===== src/rtl/uart_rx_os.sv =====
// Oversampling UART receiver with majority-vote sampling, false-start rejection and a FWFT receive FIFO.
// Define UART_RX_BREAK_DETECT_EN to add the break_det output and suppress pushing of break frames.
module uart_rx_os #(
  parameter int unsigned CLK_FREQ   = 100_000_000,
  parameter int unsigned BAUD       = 115200,
  parameter int unsigned OVERSAMPLE = 16,
  parameter int unsigned DATA_BITS  = 8,
  parameter int unsigned PARITY     = 0,
  parameter int unsigned STOP_BITS  = 1,
  parameter int unsigned FIFO_DEPTH = 4
) (
  input  logic                          clk,
  input  logic                          rst,
  input  logic                          rx,
  output logic [DATA_BITS-1:0]          rx_data,
  output logic                          rx_parity_err,
  output logic                          rx_frame_err,
  output logic                          rx_valid,
  input  logic                          rx_ready,
  output logic                          overrun,
  output logic                          busy,
  output logic [$clog2(FIFO_DEPTH):0]   fifo_level
`ifdef UART_RX_BREAK_DETECT_EN
  ,
  output logic                          break_det
`endif
);

  localparam int unsigned RATE    = BAUD * OVERSAMPLE;
  localparam int unsigned DIV_RAW = 32'((64'(CLK_FREQ) + 64'(RATE) / 64'd2) / 64'(RATE));
  localparam int unsigned DIV     = (DIV_RAW < 1) ? 1 : DIV_RAW;
  localparam int unsigned CNT_W   = (DIV > 1) ? $clog2(DIV) : 1;
  localparam int unsigned S_W     = $clog2(OVERSAMPLE);
  localparam int unsigned B_W     = $clog2(DATA_BITS);
  localparam int unsigned PTR_W   = $clog2(FIFO_DEPTH);
  localparam int unsigned LVL_W   = PTR_W + 1;
  localparam int unsigned WORD_W  = DATA_BITS + 2;
  localparam int unsigned MID_LO  = OVERSAMPLE / 2 - 1;
  localparam int unsigned MID     = OVERSAMPLE / 2;
  localparam int unsigned MID_HI  = OVERSAMPLE / 2 + 1;
  localparam int unsigned LAST    = OVERSAMPLE - 1;

  typedef enum logic [2:0] {IDLE, START, DATA, PAR, STOP} state_t;

  state_t               state;
  logic                 rx_meta, rx_sync, armed;
  logic [CNT_W-1:0]     tick_cnt;
  logic [S_W-1:0]       s;
  logic [B_W-1:0]       bit_idx;
  logic [DATA_BITS-1:0] shreg;
  logic                 v0, v1, parity_err, frame_err;
  logic                 tick, start_det, mid_hi_c, bit_c, last_stop_c, is_break_c, push_c, pop_c;
  logic                 full, wr_en, par_calc;
  logic [LVL_W-1:0]     level_nxt;
  logic [PTR_W-1:0]     wr_ptr, rd_ptr;
  logic [WORD_W-1:0]    mem [FIFO_DEPTH];
  logic [WORD_W-1:0]    head;

  // Two-flop synchroniser, idle-high after reset so no false start.
  always_ff @(posedge clk) begin
    if (rst) begin
      rx_meta <= 1'b1;
      rx_sync <= 1'b1;
    end else begin
      rx_meta <= rx;
      rx_sync <= rx_meta;
    end
  end

  assign start_det = (state == IDLE) && armed && !rx_sync;
  assign tick      = (tick_cnt == CNT_W'(DIV - 1));

  // Oversample tick; phase realigned to the detected start edge.
  always_ff @(posedge clk) begin
    if (rst || start_det || tick) tick_cnt <= '0;
    else                          tick_cnt <= tick_cnt + CNT_W'(1);
  end

  assign mid_hi_c    = tick && (state != IDLE) && (s == S_W'(MID_HI));
  assign bit_c       = (v0 & v1) | (v0 & rx_sync) | (v1 & rx_sync);
  assign last_stop_c = mid_hi_c && (state == STOP) && (bit_idx == B_W'(STOP_BITS - 1));
  assign par_calc    = (PARITY == 1) ? ~(^shreg) : ^shreg;
  assign push_c      = last_stop_c && !is_break_c;
  assign busy        = (state != IDLE);

  always_ff @(posedge clk) begin
    if (rst) begin
      state      <= IDLE;
      armed      <= 1'b0;
      s          <= '0;
      bit_idx    <= '0;
      shreg      <= '0;
      v0         <= 1'b0;
      v1         <= 1'b0;
      parity_err <= 1'b0;
      frame_err  <= 1'b0;
    end else begin
      if (tick && state != IDLE) begin
        if (s == S_W'(MID_LO)) v0 <= rx_sync;
        if (s == S_W'(MID))    v1 <= rx_sync;
        s <= (s == S_W'(LAST)) ? '0 : s + S_W'(1);
      end
      unique case (state)
        IDLE: begin
          if (rx_sync) armed <= 1'b1;
          else if (armed) begin
            state <= START;
            s     <= '0;
          end
        end
        START: begin
          if (mid_hi_c && bit_c) state <= IDLE;
          else if (tick && s == S_W'(LAST)) begin
            state      <= DATA;
            bit_idx    <= '0;
            parity_err <= 1'b0;
            frame_err  <= 1'b0;
          end
        end
        DATA: begin
          if (mid_hi_c) shreg <= {bit_c, shreg[DATA_BITS-1:1]};
          if (tick && s == S_W'(LAST)) begin
            if (bit_idx == B_W'(DATA_BITS - 1)) begin
              bit_idx <= '0;
              state   <= (PARITY != 0) ? PAR : STOP;
            end else begin
              bit_idx <= bit_idx + B_W'(1);
            end
          end
        end
        PAR: begin
          if (mid_hi_c) parity_err <= (bit_c != par_calc);
          if (tick && s == S_W'(LAST)) begin
            bit_idx <= '0;
            state   <= STOP;
          end
        end
        STOP: begin
          if (mid_hi_c && !bit_c) frame_err <= 1'b1;
          // Last stop bit ends the frame at its mid-sample; the rest of the bit is not waited out.
          if (last_stop_c) begin
            state <= IDLE;
            armed <= bit_c;
          end else if (tick && s == S_W'(LAST)) begin
            bit_idx <= bit_idx + B_W'(1);
          end
        end
        default: state <= IDLE;
      endcase
    end
  end

`ifdef UART_RX_BREAK_DETECT_EN
  logic all_zero;

  // Tracks whether every data/parity/stop sample of this frame was 0.
  always_ff @(posedge clk) begin
    if (rst || state == START) all_zero <= 1'b1;
    else if (mid_hi_c && bit_c) all_zero <= 1'b0;
  end

  assign is_break_c = last_stop_c && all_zero && !bit_c;

  always_ff @(posedge clk) begin
    if (rst) break_det <= 1'b0;
    else     break_det <= is_break_c;
  end
`else
  assign is_break_c = 1'b0;
`endif

  assign pop_c = rx_valid && rx_ready;
  assign full  = (fifo_level == LVL_W'(FIFO_DEPTH));
  assign wr_en = push_c && (!full || pop_c);

  always_comb begin
    level_nxt = fifo_level;
    if (wr_en && !pop_c)      level_nxt = fifo_level + LVL_W'(1);
    else if (!wr_en && pop_c) level_nxt = fifo_level - LVL_W'(1);
  end

  always_ff @(posedge clk) begin
    if (wr_en) mem[wr_ptr] <= {frame_err | ~bit_c, parity_err, shreg};
  end

  always_ff @(posedge clk) begin
    if (rst) begin
      wr_ptr     <= '0;
      rd_ptr     <= '0;
      fifo_level <= '0;
      rx_valid   <= 1'b0;
      overrun    <= 1'b0;
    end else begin
      if (wr_en) wr_ptr <= wr_ptr + PTR_W'(1);
      if (pop_c) rd_ptr <= rd_ptr + PTR_W'(1);
      fifo_level <= level_nxt;
      rx_valid   <= (level_nxt != '0);
      overrun    <= push_c && full && !pop_c;
    end
  end

  assign head = rx_valid ? mem[rd_ptr] : '0;
  assign {rx_frame_err, rx_parity_err, rx_data} = head;

endmodule


===== config.mk =====
export PLATFORM = sky130hd
export DESIGN_NAME = uart_rx_os
export DESIGN_NICKNAME = d
export VERILOG_FILES = /design/src/rtl/uart_rx_os.sv
export SDC_FILE = /design/constraint.sdc
export NUM_CORES = 1
export LEC_CHECK = 0
export CAP_MARGIN = 15
export CORE_ASPECT_RATIO = 0.7
export CORE_UTILIZATION = 58
export DETAILED_ROUTE_END_ITERATION = 8
export PLACE_DENSITY = 0.78
export SLEW_MARGIN = 25
export SYNTH_ARGS = -nofsm -noshare
export SYNTH_HDL_FRONTEND = slang
export SYNTH_SLANG_ARGS = --single-unit

===== constraint.sdc =====
create_clock -name clk -period 2.7 [get_ports clk]
set_clock_uncertainty 0.05 [all_clocks]
set_input_delay 0.54 -clock clk [delete_from_list [all_inputs] [get_ports clk]]
set_output_delay 0.54 -clock clk [all_outputs]
set_load 0.03 [all_outputs]

==> impl_results.md, run 1 <==
* Max Root-Sink Buffers at 2
* Worst-path clk slew at 0.08 ns
* Slew HR at 0.6695
* Hold Path Class: reg -> reg
* Post-synth EDFFs at 40
* Post-synth ARST share at 0
* Commonest non-fill, non-tap cell in the layout: dfxtp_1
* Setup bufs post-CTS at 0
* CP Cell Sequence: mux4_2, and2_1, clkdlybuf4s50_1
* Root Driver: clkbuf_8
* Register area at 0.002043 sq mm
* Slowest stage delay, CP at 0.59 ns
* Cell Area, Placed at 0.004005 sq mm
* Largest net degree at the start of global routing at 25
* Cell accounting for the most synthesized area: edfxtp_1
* Synth top area share at 0.3276
* Combinational share of power at 0.179
* Outcome: finished clean
* Die Ht at 68.52 um
* Core ar. at 0.005899 sq mm
* Total CTS buffers at 9
* Tot Pwr at 0.002702 W
* Distinct cells, synth at 47
* Internal power at 0.001970 W
* Req. time, crit path at 2.11 ns
* Antenna violations before repair at 0
* CTS H-tree depth at 3
* Gr ovfl total at 0
* CP Capture Type: output pin
* DRT antenna net count at 0
* First-pass DRT Iterations at 4
* Post-synthesis sequential area ratio at 0.5570
* # diodes at 0
* Final Hold Vio Count at 0
* DRC at 0
* Critical path class: reg -> out
* Setup-failing EPs final at 0
* Area of the mapped netlist at 0.003666 sq mm
* Vias after detailed routing at 2357
* Die area at 0.006648 sq mm
* Ports at 20
* Most frequent cells in the layout: 41 x dfxtp_1, 40 x edfxtp_1, 32 x nor2_1, 15 x ha_1, 14 x mux2i_1
* CTS tree: built
* M3 GR Usage at 0.05343
* WL/cell at 16.41 um
* Hpwl dp at 4763 um
* First-pass GRT wire length at 11080 um
* Clock share of power at 0.309
* CP startpoint kind: flop
* CP max FO at 2
* Placed insts at 395
* Psw at 0.0007324 W
* FF+latch count, synth at 82
* GR Util met2 at 0.3415
* Crit share post-route at 0.9604
* Synth warn at 0
* Max Fclk at 0.3856 GHz
* Setup TNS at 0 ns
* Clk Latency, worst-skew pair at 0.34 ns
* Drt initial violations at 126
* Max_cap viols at 0
* Die X at 97.03 um
* RSZ-0062 raised after global routing: false
* Worst slew pin tran at 0.4935 ns
* Seq pwr share at 0.512
* Most used routing layer: met2
* # nets final at 350
* Switch share at 0.2710
* Post-Layout Inst Area at 0.004182 sq mm
* Final cell count without fillers at 411
* Final wirelength at 6745 um
* Main area contributors after synthesis: edfxtp_1 33%, dfxtp_1 23%, mux4_2 6.1%, ha_1 5.1%, mux2i_1 3.8%
* Final worst path period need at 2.593 ns
* Vias/cell at 5.735
* Placer Congestion at 0.8252
* Initial Util at 0.6214
* Worst VDD drop at 0.3278 mV
* P per Cell Area at 646.2 mW/mm^2
* Hold depth at 1
* Layout cells sized above 1 at 0.1280
* Mean Syn Cell Area at 12.14 sq um
* Area grow syn2layout at 14.06%
* Worst path slowest cell: clkdlybuf4s50_1
* Reg2reg path depth at 6
* Net Count, Synth at 321
* Fillers at 405
* Leakage power at 1.496 nW
* Synth Instances at 302
* IO Port Bufs at 19
* TritonCTS Sinks at 82
* GRT met1 Usage at 0.3114
* Multi-input gate area at 0.001531 sq mm
* Slew Limit Fails at 0
* Total GRT Usage at 0.2196
* Vias in the first global route at 2152
* Num rows at 23
* Main flop type after synthesis: dfxtp_1
* Worst endpoint data arrival time at 2.00 ns
registers in the layout (all words and copies together), names as in the netlist, 2 cells and up, named ones only:
name and cells:
rd_ptr 2, tick_cnt 6, shreg 8, bit_idx 3, state 3, s 4, wr_ptr 2, fifo_level 3
mem 40
per-stage QoR:
step	util	hold slack, ns	setup slack [ns]
finish	0.7088	0.3636	0.1069
global route	0.7088	0.3700	0.02786
global placement	0.6789	0.3424	0.3358
floorplan	-	0.3395	0.4851
detailed placement	0.6789	0.3482	0.2880
CTS	0.7086	0.3672	0.02608
cell type report:
cell class,instances,share of cell area
clock inverter,5,0.01317
tap,75,0.02244
inverter,12,0.01077
timing repair buffer,31,0.06732
multi-input combinational,195,0.3662
sequential,82,0.4886
clock buffer,11,0.03142
worst paths after layout:
kind / start / endpoint / slack [ns]
max: flop / rx_data[7] / 0.11
min: rx_meta$_SDFF_PP1_ / rx_sync$_SDFF_PP1_ / 0.36
max reg2reg: state[0]$_SDFFE_PP0P_ / rx_valid$_SDFF_PP0_ / 0.45
min reg2reg: rx_meta$_SDFF_PP1_ / rx_sync$_SDFF_PP1_ / 0.36
cells in the mapped netlist, types with 4 or more instances:
library cell,count
clkbuf_1,6
and3_1,5
a31oi_1,5
a21oi_1,11
edfxtp_1,40
xnor2_1,12
nor3_1,6
nor2_1,32
ha_1,15
nor2b_1,4
nand3_1,8
mux4_2,10
dfxtp_1,42
mux2i_1,14
nand4b_1,5
inv_1,12
xor2_1,4
and2_1,12
nand2_1,12
buf_2,4
o21ai_0,5
layer usage:
metal,vias up,part of all wire
li1,1150,-
met1,1147,0.51
met2,52,0.44
met3,8,0.044
met4,0,0.010
met5,-,0
worst max-delay path, delay by kind of cell (launching register included):
kind          cells  cell delay [ns]
buf+inv           1             0.59
mux               1             0.50
flops             1             0.41
simple gates      1             0.17
kinds of logic after synthesis:
group                    Yosys count  share of synthesized area
AND/OR/NAND/NOR                  104                     0.1580
flip-flops                        82                     0.5570
AO/OA/AOI/OAI                     34                    0.06007
buffers and inverters             25                    0.02696
multiplexers                      24                    0.09966
XOR/XNOR                          17                    0.04437
adder cells (fa/ha/maj)           16                    0.05393
repair_timing:
action	CTS	global route
setup endpoints to repair	9	1
pin swaps	0	0
hold buffers	0	0
resized for setup	9	1
power by group through the flow:
stage | Sequential, W | Combinational [W] | Clock, W
after global placement | 0.00141 | 0.000501 | 0
after detailed placement | 0.00141 | 0.000511 | 0
after CTS | 0.00138 | 0.000487 | 0.000847
after floorplan | 0.00142 | 0.000322 | 0
after global routing | 0.00139 | 0.000527 | 0.000898
final | 0.00138 | 0.000483 | 0.000836
(Power assumes the default switching activity.)
==> run 2: changes to the inputs <==
Settings changed: CTS_CLUSTER_DIAMETER set to 120.
==> results of run 2 <==
The final DEF is identical to that of run 1; final timing and power are the same.
